**config.mk**
```make
export PLATFORM = sky130hd
export DESIGN_NAME = decode_stage
export DESIGN_NICKNAME = d
export VERILOG_FILES = /design/src/rtl/decode_stage.sv
export SDC_FILE = /design/constraint.sdc
export NUM_CORES = 1
export LEC_CHECK = 0
export ABC_AREA = 1
export BUFFER_PORTS_ARGS = -buffer_cell sky130_fd_sc_hd__buf_2
export CAP_MARGIN = 40
export CORE_MARGIN = 2
export CORE_UTILIZATION = 40
export DETAILED_ROUTE_END_ITERATION = 10
export GPL_ROUTABILITY_DRIVEN = 0
export HOLD_SLACK_MARGIN = 0.15
export PLACE_DENSITY = 0.72
export SLEW_MARGIN = 10
export SYNTH_ARGS = -nofsm -noshare
export SYNTH_HDL_FRONTEND = slang
export SYNTH_SLANG_ARGS = --single-unit
```
**constraint.sdc**
```tcl
create_clock -name Clk -period 2.35 [get_ports Clk]
set_input_delay 0.1175 -clock Clk [delete_from_list [all_inputs] [get_ports Clk]]
set_output_delay 0.1175 -clock Clk [all_outputs]
set_load 0.03 [all_outputs]
```
**src/rtl/decode_stage.sv**
```systemverilog
`default_nettype none
// ----------------------------------------------------------------------------
// decode_stage: instruction register, RF operand capture with write-back bypass
// and load-use hazard bubbling into the ID/EX registers.   Revision: 1.0
// ----------------------------------------------------------------------------
module decode_stage #(
    parameter int DATA_W = 32,
    parameter int ADDR_W = 5
) (
    input  logic              Clk,
    input  logic              Reset,
    input  logic [31:0]       InInstr,
    input  logic              InValid,
    output logic              InReady,
    output logic [ADDR_W-1:0] Ard1,
    output logic [ADDR_W-1:0] Ard2,
    input  logic [DATA_W-1:0] RfData1,
    input  logic [DATA_W-1:0] RfData2,
    input  logic              WbWrEn,
    input  logic [ADDR_W-1:0] WbAwr,
    input  logic [DATA_W-1:0] WbDin,
    input  logic              Flush,
    input  logic              ExStall,
    output logic              ExValid,
    output logic [DATA_W-1:0] ExA,
    output logic [DATA_W-1:0] ExB,
    output logic [DATA_W-1:0] ExImm,
    output logic [ADDR_W-1:0] ExRd,
    output logic [5:0]        ExFunct,
    output logic              ExRegWrite,
    output logic              ExMemRead,
    output logic              ExMemWrite,
    output logic              ExAluSrc,
    output logic              ExBranch
);

    localparam logic [5:0] OP_RTYPE = 6'b000000;
    localparam logic [5:0] OP_LW    = 6'b100011;
    localparam logic [5:0] OP_SW    = 6'b101011;
    localparam logic [5:0] OP_ADDI  = 6'b001000;
    localparam logic [5:0] OP_BEQ   = 6'b000100;

    logic [31:0]       ir;
    logic              ir_valid;
    logic [ADDR_W-1:0] rs;
    logic [ADDR_W-1:0] rt;
    logic [ADDR_W-1:0] dest;
    logic              dec_reg_write;
    logic              dec_mem_read;
    logic              dec_mem_write;
    logic              dec_alu_src;
    logic              dec_branch;
    logic              uses_rt;
    logic              reg_write;
    logic [DATA_W-1:0] op_a;
    logic [DATA_W-1:0] op_b;
    logic [DATA_W-1:0] imm_ext;
    logic              hazard;
    logic              advance;
    logic              accept;

    assign rs   = ir[25:21];
    assign rt   = ir[20:16];
    assign Ard1 = rs;
    assign Ard2 = rt;

    always_comb begin
        dec_reg_write = 1'b0;
        dec_mem_read  = 1'b0;
        dec_mem_write = 1'b0;
        dec_alu_src   = 1'b0;
        dec_branch    = 1'b0;
        uses_rt       = 1'b0;
        dest          = '0;
        case (ir[31:26])
            OP_RTYPE: begin
                dec_reg_write = 1'b1;
                uses_rt       = 1'b1;
                dest          = ir[15:11];
            end
            OP_LW: begin
                dec_reg_write = 1'b1;
                dec_mem_read  = 1'b1;
                dec_alu_src   = 1'b1;
                dest          = rt;
            end
            OP_SW: begin
                dec_mem_write = 1'b1;
                dec_alu_src   = 1'b1;
                uses_rt       = 1'b1;
            end
            OP_ADDI: begin
                dec_reg_write = 1'b1;
                dec_alu_src   = 1'b1;
                dest          = rt;
            end
            OP_BEQ: begin
                dec_branch    = 1'b1;
                uses_rt       = 1'b1;
            end
            default: ;
        endcase
    end

    // Writes to r0 are architecturally discarded, so never advertise them.
    assign reg_write = dec_reg_write && (dest != '0);
    assign imm_ext   = {{(DATA_W-16){ir[15]}}, ir[15:0]};

    // The RF commits on the same edge we sample, so forward the write-back value.
    assign op_a = (WbWrEn && (WbAwr != '0) && (WbAwr == rs)) ? WbDin : RfData1;
    assign op_b = (WbWrEn && (WbAwr != '0) && (WbAwr == rt)) ? WbDin : RfData2;

    assign hazard  = ExValid && ExMemRead && (ExRd != '0) &&
                     ((ExRd == rs) || (uses_rt && (ExRd == rt)));
    assign advance = ir_valid && !hazard && !ExStall;
    assign InReady = !Flush && (!ir_valid || advance);
    assign accept  = InValid && InReady;

    always_ff @(posedge Clk) begin
        if (!Reset) begin
            ir       <= '0;
            ir_valid <= 1'b0;
        end else if (Flush) begin
            ir_valid <= 1'b0;
        end else if (accept) begin
            ir       <= InInstr;
            ir_valid <= 1'b1;
        end else if (advance) begin
            ir_valid <= 1'b0;
        end
    end

    always_ff @(posedge Clk) begin
        if (!Reset) begin
            ExValid    <= 1'b0;
            ExA        <= '0;
            ExB        <= '0;
            ExImm      <= '0;
            ExRd       <= '0;
            ExFunct    <= '0;
            ExRegWrite <= 1'b0;
            ExMemRead  <= 1'b0;
            ExMemWrite <= 1'b0;
            ExAluSrc   <= 1'b0;
            ExBranch   <= 1'b0;
        end else if (Flush || (!ExStall && hazard)) begin
            ExValid    <= 1'b0;
            ExRegWrite <= 1'b0;
            ExMemRead  <= 1'b0;
            ExMemWrite <= 1'b0;
            ExAluSrc   <= 1'b0;
            ExBranch   <= 1'b0;
        end else if (!ExStall) begin
            ExValid    <= ir_valid;
            ExA        <= op_a;
            ExB        <= op_b;
            ExImm      <= imm_ext;
            ExRd       <= dest;
            ExFunct    <= ir[5:0];
            ExRegWrite <= reg_write     && ir_valid;
            ExMemRead  <= dec_mem_read  && ir_valid;
            ExMemWrite <= dec_mem_write && ir_valid;
            ExAluSrc   <= dec_alu_src   && ir_valid;
            ExBranch   <= dec_branch    && ir_valid;
        end
    end

endmodule
`default_nettype wire

```
==> impl_metrics.yaml <==
placement:
  place_ws_ns: 0.2617
  dp_hpwl_mm: 12.05
  portBuffers: 262
floorplanning:
  core_mm2: 0.01520
  start_util_pct: 40.89
  io_pins: 263
  fp.dieH_um: 128.7
  fp.dieArea_mm2: 0.01655
  rows: 45
  die_w_um: 128.7
status:
  status: "completed"
clock_tree:
  clk_pin_slew_worst_paths_ns: 0.05
  cts_buffer_depth: 2
  cts_tree: "done"
  cts_root_buf: "clkbuf_16"
  cts.sinks: 124
  numCtsBuffers: 17
  insertion_delay_ns: 0.41
  htree_num_levels: 4
grt:
  grt_pass1_vias: 6908
  grt_start_max_net_pins: 100
  track_usage_pct: 24.65
  antenna_found_initial: 0
  grt_pass1_wl_mm: 32.60
  grt_overflow: 0
sta:
  finalSetupViolCount: 0
  rsz0062_at_grt: "true"
  setup_slack_ns: 0.02803
  fin_skew_ns: 0.006734
  max_freq_mhz: 430.7
  setup-tns-final_ns: 0
  worst_pin_slew_ns: 0.6612
  slew_viol_final: 0
  finalHoldViolCount: 0
  post-route-period-util_pct: 98.81
  fin_crit_ns: 2.322
  slew_headroom_pct: 55.92
detailed_routing:
  wl_mm: 21.73
  ant_nets: 0
  drt_iter0_drc: 572
  routedWlPerCell_um: 14.42
  vias: 7408
  drc: 0
  via_per_inst: 4.916
  firstDrtPassIters: 5
yosys:
  synth_nets: 1081
  syn_area_mm2: 0.006216
  avgSynthCellArea_um2: 6.599
  synth_seq_area_share_pct: 39.94
  synthCells: 942
  ys_warn_count: 0
  synth_cell_types: 31
  ys_seq_elements: 124
worst_hold_path:
  min_path_type: "in -> reg"
  whs_path_depth: 5
power_and_ir_drop:
  p_per_area_mw_per_mm2: 641.2
  power_leakage_uw: 0.005130
  vdd_drop_max_mv: 0.4425
critical_path:
  critPathRequiredTime_ns: 2.65
  path_max_fanout: 16
  crit_arrival_ns: 2.62
  end_kind: "flop"
  worstSetupStartpointType: "flop"
  worstSetupPathType: "reg -> reg"
  reg2regPathDepth: 10
layout:
  nNetsFinal: 1444
  drive_gt1_share_pct: 25.06
  area_growth_syn_to_layout_pct: 54.79
run:
  cap_violations: 0
[cells by family (layout without fill, tap and decap cells)]
| family | count (synthesis) | after routing | synth area share, % |
|---|---|---|---|
| xor+xnor | 16 | 16 | 2.254 |
| flops | 124 | 124 | 39.94 |
| buf+inv | 227 | 602 | 16.51 |
| simple gates | 390 | 390 | 26.29 |
| other cells | 0 | 2 | 0 |
| compound gates | 185 | 185 | 15.02 |
[critical path, cell delays in order (launching register included)]
cell and delay [ns]:
dfxtp_2 0.35, xor2_1 0.17, nor4_2 0.32, nand3_2 0.13, buf_4 0.16, buf_12 0.14
nand2_1 0.10, o21ai_0 0.11, dlygate4sd3_1 0.57, nor2_1 0.10, nor2_1 0.05
[metal layers]
| layer | global-route usage (%) | wire length, um |
|---|---|---|
| met3 | 5.405 | 1415 |
| met4 | 13.87 | 816 |
| met1 | 29.20 | 9032 |
| met2 | 41.39 | 10460 |
| met5 | 0 | 0 |
[layout by cell type (no fill, tap or decap), drive strengths merged]
cell / synthesis / final
buf: 53 / 276
nor2: 179 / 179
nand2: 162 / 162
o21ai: 155 / 155
dlygate4sd3: 0 / 152
inv: 138 / 138
dfxtp: 124 / 124
nand4: 34 / 34
a21oi: 27 / 27
clkbuf: 35 / 27
nand3: 11 / 11
xor2: 10 / 10
xnor2: 6 / 6
clkinv: 1 / 6
diode: 0 / 2
nor4: 2 / 2
bufinv: 0 / 2
nor3: 1 / 1
o21bai: 1 / 1
or2: 1 / 1
a31oi: 1 / 1
a32oi: 1 / 1
clkinvlp: 0 / 1
[registers in the layout (all words and copies together) (netlist names)]
signal      flops
ExRegWrite      1
ExA            32
ExImm          16
ExMemRead       1
ExB            32
ExAluSrc        1
ExRd            5
ir             32
ExBranch        1
ExMemWrite      1
ExValid         1
ir_valid        1
[Yosys cell counts (all sizes together)]
cell type  instances  share of area, %
nand3             11               1.4
buf               53               5.8
dfxtp            124                40
or2                1              0.10
o21ai            155                12
a21oi             27               2.2
clkinv             1             0.060
clkbuf            35               2.2
xnor2              6              0.85
nand2            162                10
nor4               2              0.40
a31oi              1              0.10
nor2             179                11
a32oi              1              0.14
o21bai             1              0.12
nand4             34               3.4
inv              138               8.4
xor2              10               1.4
nor3               1             0.080
[path summary, 6_finish.rpt]
kind / start / slack, ns / to
setup / recovery: ir[22] / 0.03 / ExA[13]
hold / removal: WbDin[15] / 0.15 / ExA[15]
setup reg to reg: ir[22] / 0.03 / ExA[13]
hold reg to reg: ir[5] / 0.45 / ExImm[5]
[through the flow]
| step | instances | area [um^2] | utilization, % | power, uW | hold WS (ns) |
|---|---|---|---|---|---|
| after floorplan | 942 | 6216 | - | 3119 | 0.3381 |
| after global placement | 1315 | 7358 | 48.40 | 3420 | 0.4288 |
| after detailed placement | 1315 | 7358 | 48.40 | 3431 | 0.4385 |
| after CTS | 1501 | 9470 | 62.30 | 6150 | 0.1537 |
| after global routing | 1505 | 9617 | 63.26 | 6444 | 0.1767 |
| final | 1507 | 9622 | 63.29 | 6169 | 0.1500 |
[where the power goes]
| group | total, uW | internal, uW | switching [uW] | leakage, uW |
|---|---|---|---|---|
| Sequential | 2320 | 2240 | 83.2 | 0.00102 |
| Clock | 2500 | 1600 | 905 | 0.000277 |
| Combinational | 1340 | 554 | 787 | 0.00383 |
| Total | 6170 | 4390 | 1770 | 0.00513 |
[area by class of cell]
class	count	area (um^2)
fillers	1282	5580
repair buffers	432	3089
multi-input cells	591	2713
flip-flops and latches	124	2492
inverters	139	526.8
clock buffers	23	467.9
well taps	188	235.2
clock inverters	8	92.59
diodes	2	5.005
[timing repair]
item                                    in CTS  in global routing
gates resized for setup                      0                 26
endpoints found under the setup margin       0                 62
endpoints found under the hold margin      102                  0
hold buffers                               155                  0
setup buffers                                0                  3
Power figures use the tool's default switching activity.
